`config.mk`:
```
export PLATFORM = sky130hd
export DESIGN_NAME = scl_tick_receiver
export DESIGN_NICKNAME = d
export VERILOG_FILES = /design/src/rtl/scl_tick_receiver.sv
export SDC_FILE = /design/constraint.sdc
export NUM_CORES = 1
export LEC_CHECK = 0
export BUFFER_PORTS_ARGS = -buffer_cell sky130_fd_sc_hd__buf_2
export CELL_PAD_IN_SITES_DETAIL_PLACEMENT = 1
export CELL_PAD_IN_SITES_GLOBAL_PLACEMENT = 2
export CORE_MARGIN = 1.5
export CORE_UTILIZATION = 38
export CTS_BUF_LIST = sky130_fd_sc_hd__clkbuf_8
export DETAILED_ROUTE_END_ITERATION = 10
export GPL_TIMING_DRIVEN = 0
export PLACE_DENSITY_LB_ADDON = 0.1
export SYNTH_ARGS = -nofsm -noshare
export SYNTH_HDL_FRONTEND = slang
export SYNTH_SLANG_ARGS = --single-unit
```
`constraint.sdc`:
```
create_clock -name clk -period 3.75 [get_ports clk]
set_input_delay 0.5625 -clock clk [delete_from_list [all_inputs] [get_ports clk]]
set_output_delay 0.5625 -clock clk [all_outputs]
set_load 0.005 [all_outputs]
```
`src/rtl/scl_tick_receiver.sv`:
```
// scl_tick_receiver: brings the slow divider clock (clk_scl_in) into the clk domain,
// turns every qualified edge into a one-cycle tick, measures edge spacing in clk
// cycles and flags a stall when edges stop arriving for TIMEOUT cycles.
module scl_tick_receiver #(
  parameter int unsigned CNT_W       = 32,
  parameter int unsigned TIMEOUT     = 100000000,
  parameter int unsigned SYNC_STAGES = 2,
  parameter int unsigned EDGE_MODE   = 0
) (
  input  logic             clk,
  input  logic             rst,
  input  logic             clk_scl_in,
  input  logic             en,
  output logic             tick,
  output logic             rise,
  output logic             fall,
  output logic [CNT_W-1:0] period,
  output logic             period_valid,
  output logic             stalled,
  output logic [15:0]      edge_cnt
);

  typedef enum logic [1:0] {IDLE, ACQUIRE, TRACK, STALL} state_t;

  // Last counter value before a missing edge is declared a stall.
  localparam logic [CNT_W-1:0] CNT_LAST = CNT_W'(TIMEOUT - 1);

  logic [SYNC_STAGES-1:0] sync_q;
  logic                   sync_out;
  logic                   prev_q;
  logic                   raw_edge;
  logic                   q_edge;

  state_t                 state_q, state_d;
  logic [CNT_W-1:0]       cnt_q, cnt_d;
  logic [CNT_W-1:0]       period_d;
  logic                   tick_d, rise_d, fall_d;
  logic                   valid_d, stalled_d;
  logic [15:0]            edge_cnt_d;

  assign sync_out = sync_q[SYNC_STAGES-1];
  assign raw_edge = sync_out ^ prev_q;
  // Rising-only mode ignores the falling half of each slow period.
  assign q_edge   = (EDGE_MODE == 1) ? (sync_out & ~prev_q) : raw_edge;

  // Synchroniser chain plus the previous-value flop; prev tracks in every state
  // so that entering ACQUIRE never sees a stale difference as an edge.
  always_ff @(posedge clk or posedge rst) begin
    if (rst) begin
      sync_q <= '0;
      prev_q <= 1'b0;
    end else begin
      // NOTE: non-blocking assignments let every flop sample the pre-edge value,
      // which is what makes this a real shift chain rather than one wire.
      sync_q <= {sync_q[SYNC_STAGES-2:0], clk_scl_in};
      prev_q <= sync_out;
    end
  end

  // Next-state, counter and output decode; en low overrides everything.
  always_comb begin
    // NOTE: every variable gets a default before any branch, so no path can
    // leave one unassigned and infer a latch.
    state_d    = state_q;
    cnt_d      = cnt_q;
    tick_d     = 1'b0;
    rise_d     = 1'b0;
    fall_d     = 1'b0;
    period_d   = period;
    valid_d    = period_valid;
    stalled_d  = stalled;
    edge_cnt_d = edge_cnt;

    if (!en) begin
      state_d    = IDLE;
      cnt_d      = '0;
      period_d   = '0;
      valid_d    = 1'b0;
      stalled_d  = 1'b0;
      edge_cnt_d = '0;
    end else begin
      if (q_edge && state_q != IDLE) begin
        tick_d     = 1'b1;
        rise_d     = sync_out;
        fall_d     = ~sync_out;
        edge_cnt_d = edge_cnt + 16'd1;
      end
      case (state_q)
        IDLE: begin
          state_d = ACQUIRE;
          cnt_d   = '0;
        end
        ACQUIRE: begin
          if (q_edge) begin
            cnt_d   = '0;
            state_d = TRACK;
          end else if (cnt_q == CNT_LAST) begin
            state_d   = STALL;
            stalled_d = 1'b1;
            valid_d   = 1'b0;
          end else begin
            cnt_d = cnt_q + CNT_W'(1);
          end
        end
        TRACK: begin
          if (q_edge) begin
            period_d = cnt_q + CNT_W'(1);
            valid_d  = 1'b1;
            cnt_d    = '0;
          end else if (cnt_q == CNT_LAST) begin
            state_d   = STALL;
            stalled_d = 1'b1;
            valid_d   = 1'b0;
          end else begin
            cnt_d = cnt_q + CNT_W'(1);
          end
        end
        STALL: begin
          // Counter stays frozen; the next edge restarts timing, and a valid
          // period only comes back one edge later.
          if (q_edge) begin
            stalled_d = 1'b0;
            cnt_d     = '0;
            state_d   = TRACK;
          end
        end
        default: state_d = IDLE;
      endcase
    end
  end

  // State, counter and registered outputs.
  always_ff @(posedge clk or posedge rst) begin
    if (rst) begin
      state_q      <= IDLE;
      cnt_q        <= '0;
      tick         <= 1'b0;
      rise         <= 1'b0;
      fall         <= 1'b0;
      period       <= '0;
      period_valid <= 1'b0;
      stalled      <= 1'b0;
      edge_cnt     <= '0;
    end else begin
      state_q      <= state_d;
      cnt_q        <= cnt_d;
      tick         <= tick_d;
      rise         <= rise_d;
      fall         <= fall_d;
      period       <= period_d;
      period_valid <= valid_d;
      stalled      <= stalled_d;
      edge_cnt     <= edge_cnt_d;
    end
  end

endmodule

```
==> impl_metrics.py <==
metrics = {
    "finish": {
        "fin_area_mm2": 0.00555,
        "diodes": 0,
        "final_cell_count_no_fill": 760,
        "drive_gt1_frac": 0.167,
        "nNetsFinal": 595,
        "syn2layout_area_growth_pct": 14.6,
        "fillers": 1518,
    },
    "sta": {
        "hold_viol": 0,
        "max_freq_mhz": 360,
        "tightest_slew_ns": 1.14,
        "setup_tns_ns": 0,
        "timing.hold.ws_ns": 0.255,
        "drv_slew": 0,
        "rsz0062_at_grt": "no",
        "min_period_over_period": 0.741,
        "skew_ns": 0.0124,
        "setup_viol": 0,
        "max_slew_margin": 0.237,
        "worst_slack_ns": 0.970,
        "min_period_ns": 2.78,
    },
    "logic_synthesis": {
        "syn-cell-area_mm2": 0.00484,
        "synth.most_common_cell": "dfrtp_1",
        "syn_avg_cell_area_um2": 9.37,
        "synthCells": 517,
        "synth_edf_count": 0,
        "synthTopCellsByArea": "dfrtp_1 (46%), xnor2_1 (5.4%), nand2_1 (4.6%), a31oi_1 (4.4%), o21ai_0 (3.4%)",
        "postSynth.asyncResetShare": 1.00,
        "synth_warnings": 0,
        "synth_ff_type": "dfrtp_1",
        "synth_top_area_frac": 0.465,
        "synth_commonest_cells": "dfrtp_1 (90), nand2_1 (60), a31oi_1 (34)",
        "synth_cell_types": 49,
        "synth.largest_area_cell": "dfrtp_1",
        "syn-num-nets": 528,
        "ys_ff_latch": 90,
        "yosysSeqAreaShare": 0.465,
    },
    "cts": {
        "ctsResizeCount": 0,
        "cts_setup_buffers": 0,
        "clockBufferDepth": 2,
        "hold_buffers": 0,
        "clk_pin_slew_worst_paths_ns": 0.09,
        "cts_tree": "done",
        "htreeDepth": 3,
        "cts.sink_count": 90,
        "cts-root-buf": "clkbuf_8",
        "cts_made_buffers": 9,
        "clock_latency_ns": 0.38,
    },
    "worst_setup_path": {
        "r2r_end": "cnt_q[6]$_DFFE_PP0P_",
        "regToRegSetupSlack_ns": 0.97,
        "crit_path_end_kind": "flip-flop",
        "worstSetupPathType": "flip-flop to flip-flop",
        "crit_path_start_kind": "flip-flop",
        "arrival_ns": 3.08,
        "r2r-start": "cnt_q[0]$_DFFE_PP0P_",
        "worst_ep_required_time_ns": 4.05,
        "crit_path_start": "cnt_q[0]$_DFFE_PP0P_",
        "path_max_fanout": 10,
        "rr_worst_depth": 8,
    },
    "placed_design": {
        "place_inst": 745,
        "place_ws_ns": 0.851,
        "hpwl_um": 10400,
        "gp_congestion": 0.897,
        "portBuffers": 55,
        "place_area_mm2": 0.00536,
    },
    "min_path": {
        "min-delay-path-class": "input port to asynchronous set/reset pin",
    },
    "job": {
        "drv_cap": 0,
    },
    "global_route": {
        "grt_max_degree": 48,
        "grt_overflow": 0,
        "antenna_found_initial": 0,
        "grt_pass1_wl_um": 23500,
        "grt_pass1_vias": 4219,
        "grt_use_total": 0.230,
    },
    "power_and_ir_drop": {
        "ir_drop_uv": 151,
        "powerDensity_mw_per_mm2": 326,
        "p_leak_uw": 0.00237,
    },
    "die": {
        "core_area_mm2": 0.0125,
        "fp.dieW_um": 116,
        "num_io_pins": 57,
        "die_h_um": 116,
        "num_rows": 41,
        "die_area_mm2": 0.0134,
        "start_util": 0.387,
    },
    "drt": {
        "drc": 0,
        "drt_wl_total_um": 14400,
        "viasPerCell": 5.60,
        "drtAntennaViolNets": 0,
        "num_vias": 4256,
        "routedWlPerCell_um": 18.9,
        "firstDrtPassIters": 4,
        "first_iter_violations": 137,
    },
    "run_status": {
        "status": "completed",
    },
}
layout make-up:
type                    count  area [um2]  share of cell area
plain buffers              35         150              0.0271
clock buffers              10         138              0.0248
clock inverters             5        47.5             0.00857
inverters                  15        58.8              0.0106
multi-input cells         377        2380               0.430
flip-flops and latches     90        2250               0.406
well taps                 172         215              0.0388
repair buffers             56         303              0.0546
report_power, final:
part	total, uW	internal, uW	switching [uW]
sequential	994	981	13.2
clock	662	316	346
combinational	151	41.1	110
total	1810	1340	469
cells in the final DEF, fill, tap and decap left out, drive strengths merged:
cell,Yosys,routed
nand4,13,13
xnor2,31,31
o31ai,10,10
o22ai,1,1
o311ai,8,8
ha,7,7
o41a,1,1
mux2i,3,3
buf,14,70
nor4,10,10
clkbuf,21,31
o21ai,38,38
nand2,60,60
xor2,15,15
or2,2,2
nor2,26,26
nor4bb,2,2
nor4b,2,2
a211oi,1,1
o211ai,3,3
clkinv,1,3
nand2b,1,1
and4,10,10
nand3b,13,13
inv,14,16
and2,8,8
or4,2,2
a21oi,6,6
or4b,1,1
or3,3,3
dfrtp,90,90
a31oi,34,34
o31a,1,1
a31o,1,1
bufinv,0,1
o21a,3,3
nand3,28,28
and3,16,16
nor3,15,15
a41oi,2,2
logic make-up (layout without fill, tap and decap cells):
logic type	after synthesis	count (layout)	share of synthesized area
buffers and inverters	50	121	0.0426
muxes	3	3	0.00620
and+or+nand+nor	212	212	0.242
xor gates and xnor gates	46	46	0.0847
AOI/OAI and AO/OA	109	109	0.142
adders and majority gates	7	7	0.0181
DFF	90	90	0.465
routing by layer:
metal / GRT usage / share of wire / up-vias
met3: 0.0293 / 0.030 / 19
met5: 0 / 0 / -
met1: 0.326 / 0.49 / 2145
met2: 0.362 / 0.46 / 84
li1: - / - / 2008
met4: 0.0829 / 0.020 / 0
worst max-delay path by stage:
stage | slack (ns) | end | cells after the start
floorplan | 0.85 | cnt_q[0]$_DFFE_PP0P_ | 1
global placement | -0.51 | sync_q[0]$_DFF_PP0_ | 2
detailed placement | 0.85 | cnt_q[15]$_DFFE_PP0P_ | 5
CTS | 0.99 | cnt_q[18]$_DFFE_PP0P_ | 8
global route | 0.79 | cnt_q[18]$_DFFE_PP0P_ | 8
finish | 0.97 | cnt_q[6]$_DFFE_PP0P_ | 8
through the flow:
step,power (uW),util
5_1_grt,1880,0.443
3_5_place_dp,1170,0.429
2_1_floorplan,1110,-
6_report,1810,0.443
4_1_cts,1830,0.443
3_3_place_gp,1160,0.426
critical path, stage by stage, from the launching register on:
cell and delay (ns):
dfrtp_1 0.46, ha_1 0.29, and4_1 0.30, and2_1 0.18, buf_2 0.17, nand3_1 0.38
clkbuf_1 0.57, nand3b_1 0.15, a31oi_1 0.20
registers in the layout, indices dropped and copies added, names as in the netlist:
| register | count |
|---|---|
| edge_cnt | 16 |
| fall | 1 |
| sync_q | 2 |
| tick | 1 |
| prev_q | 1 |
| state_q | 2 |
| rise | 1 |
| period | 32 |
| cnt_q | 32 |
| stalled | 1 |
| period_valid | 1 |
Power figures use the tool's default switching activity.
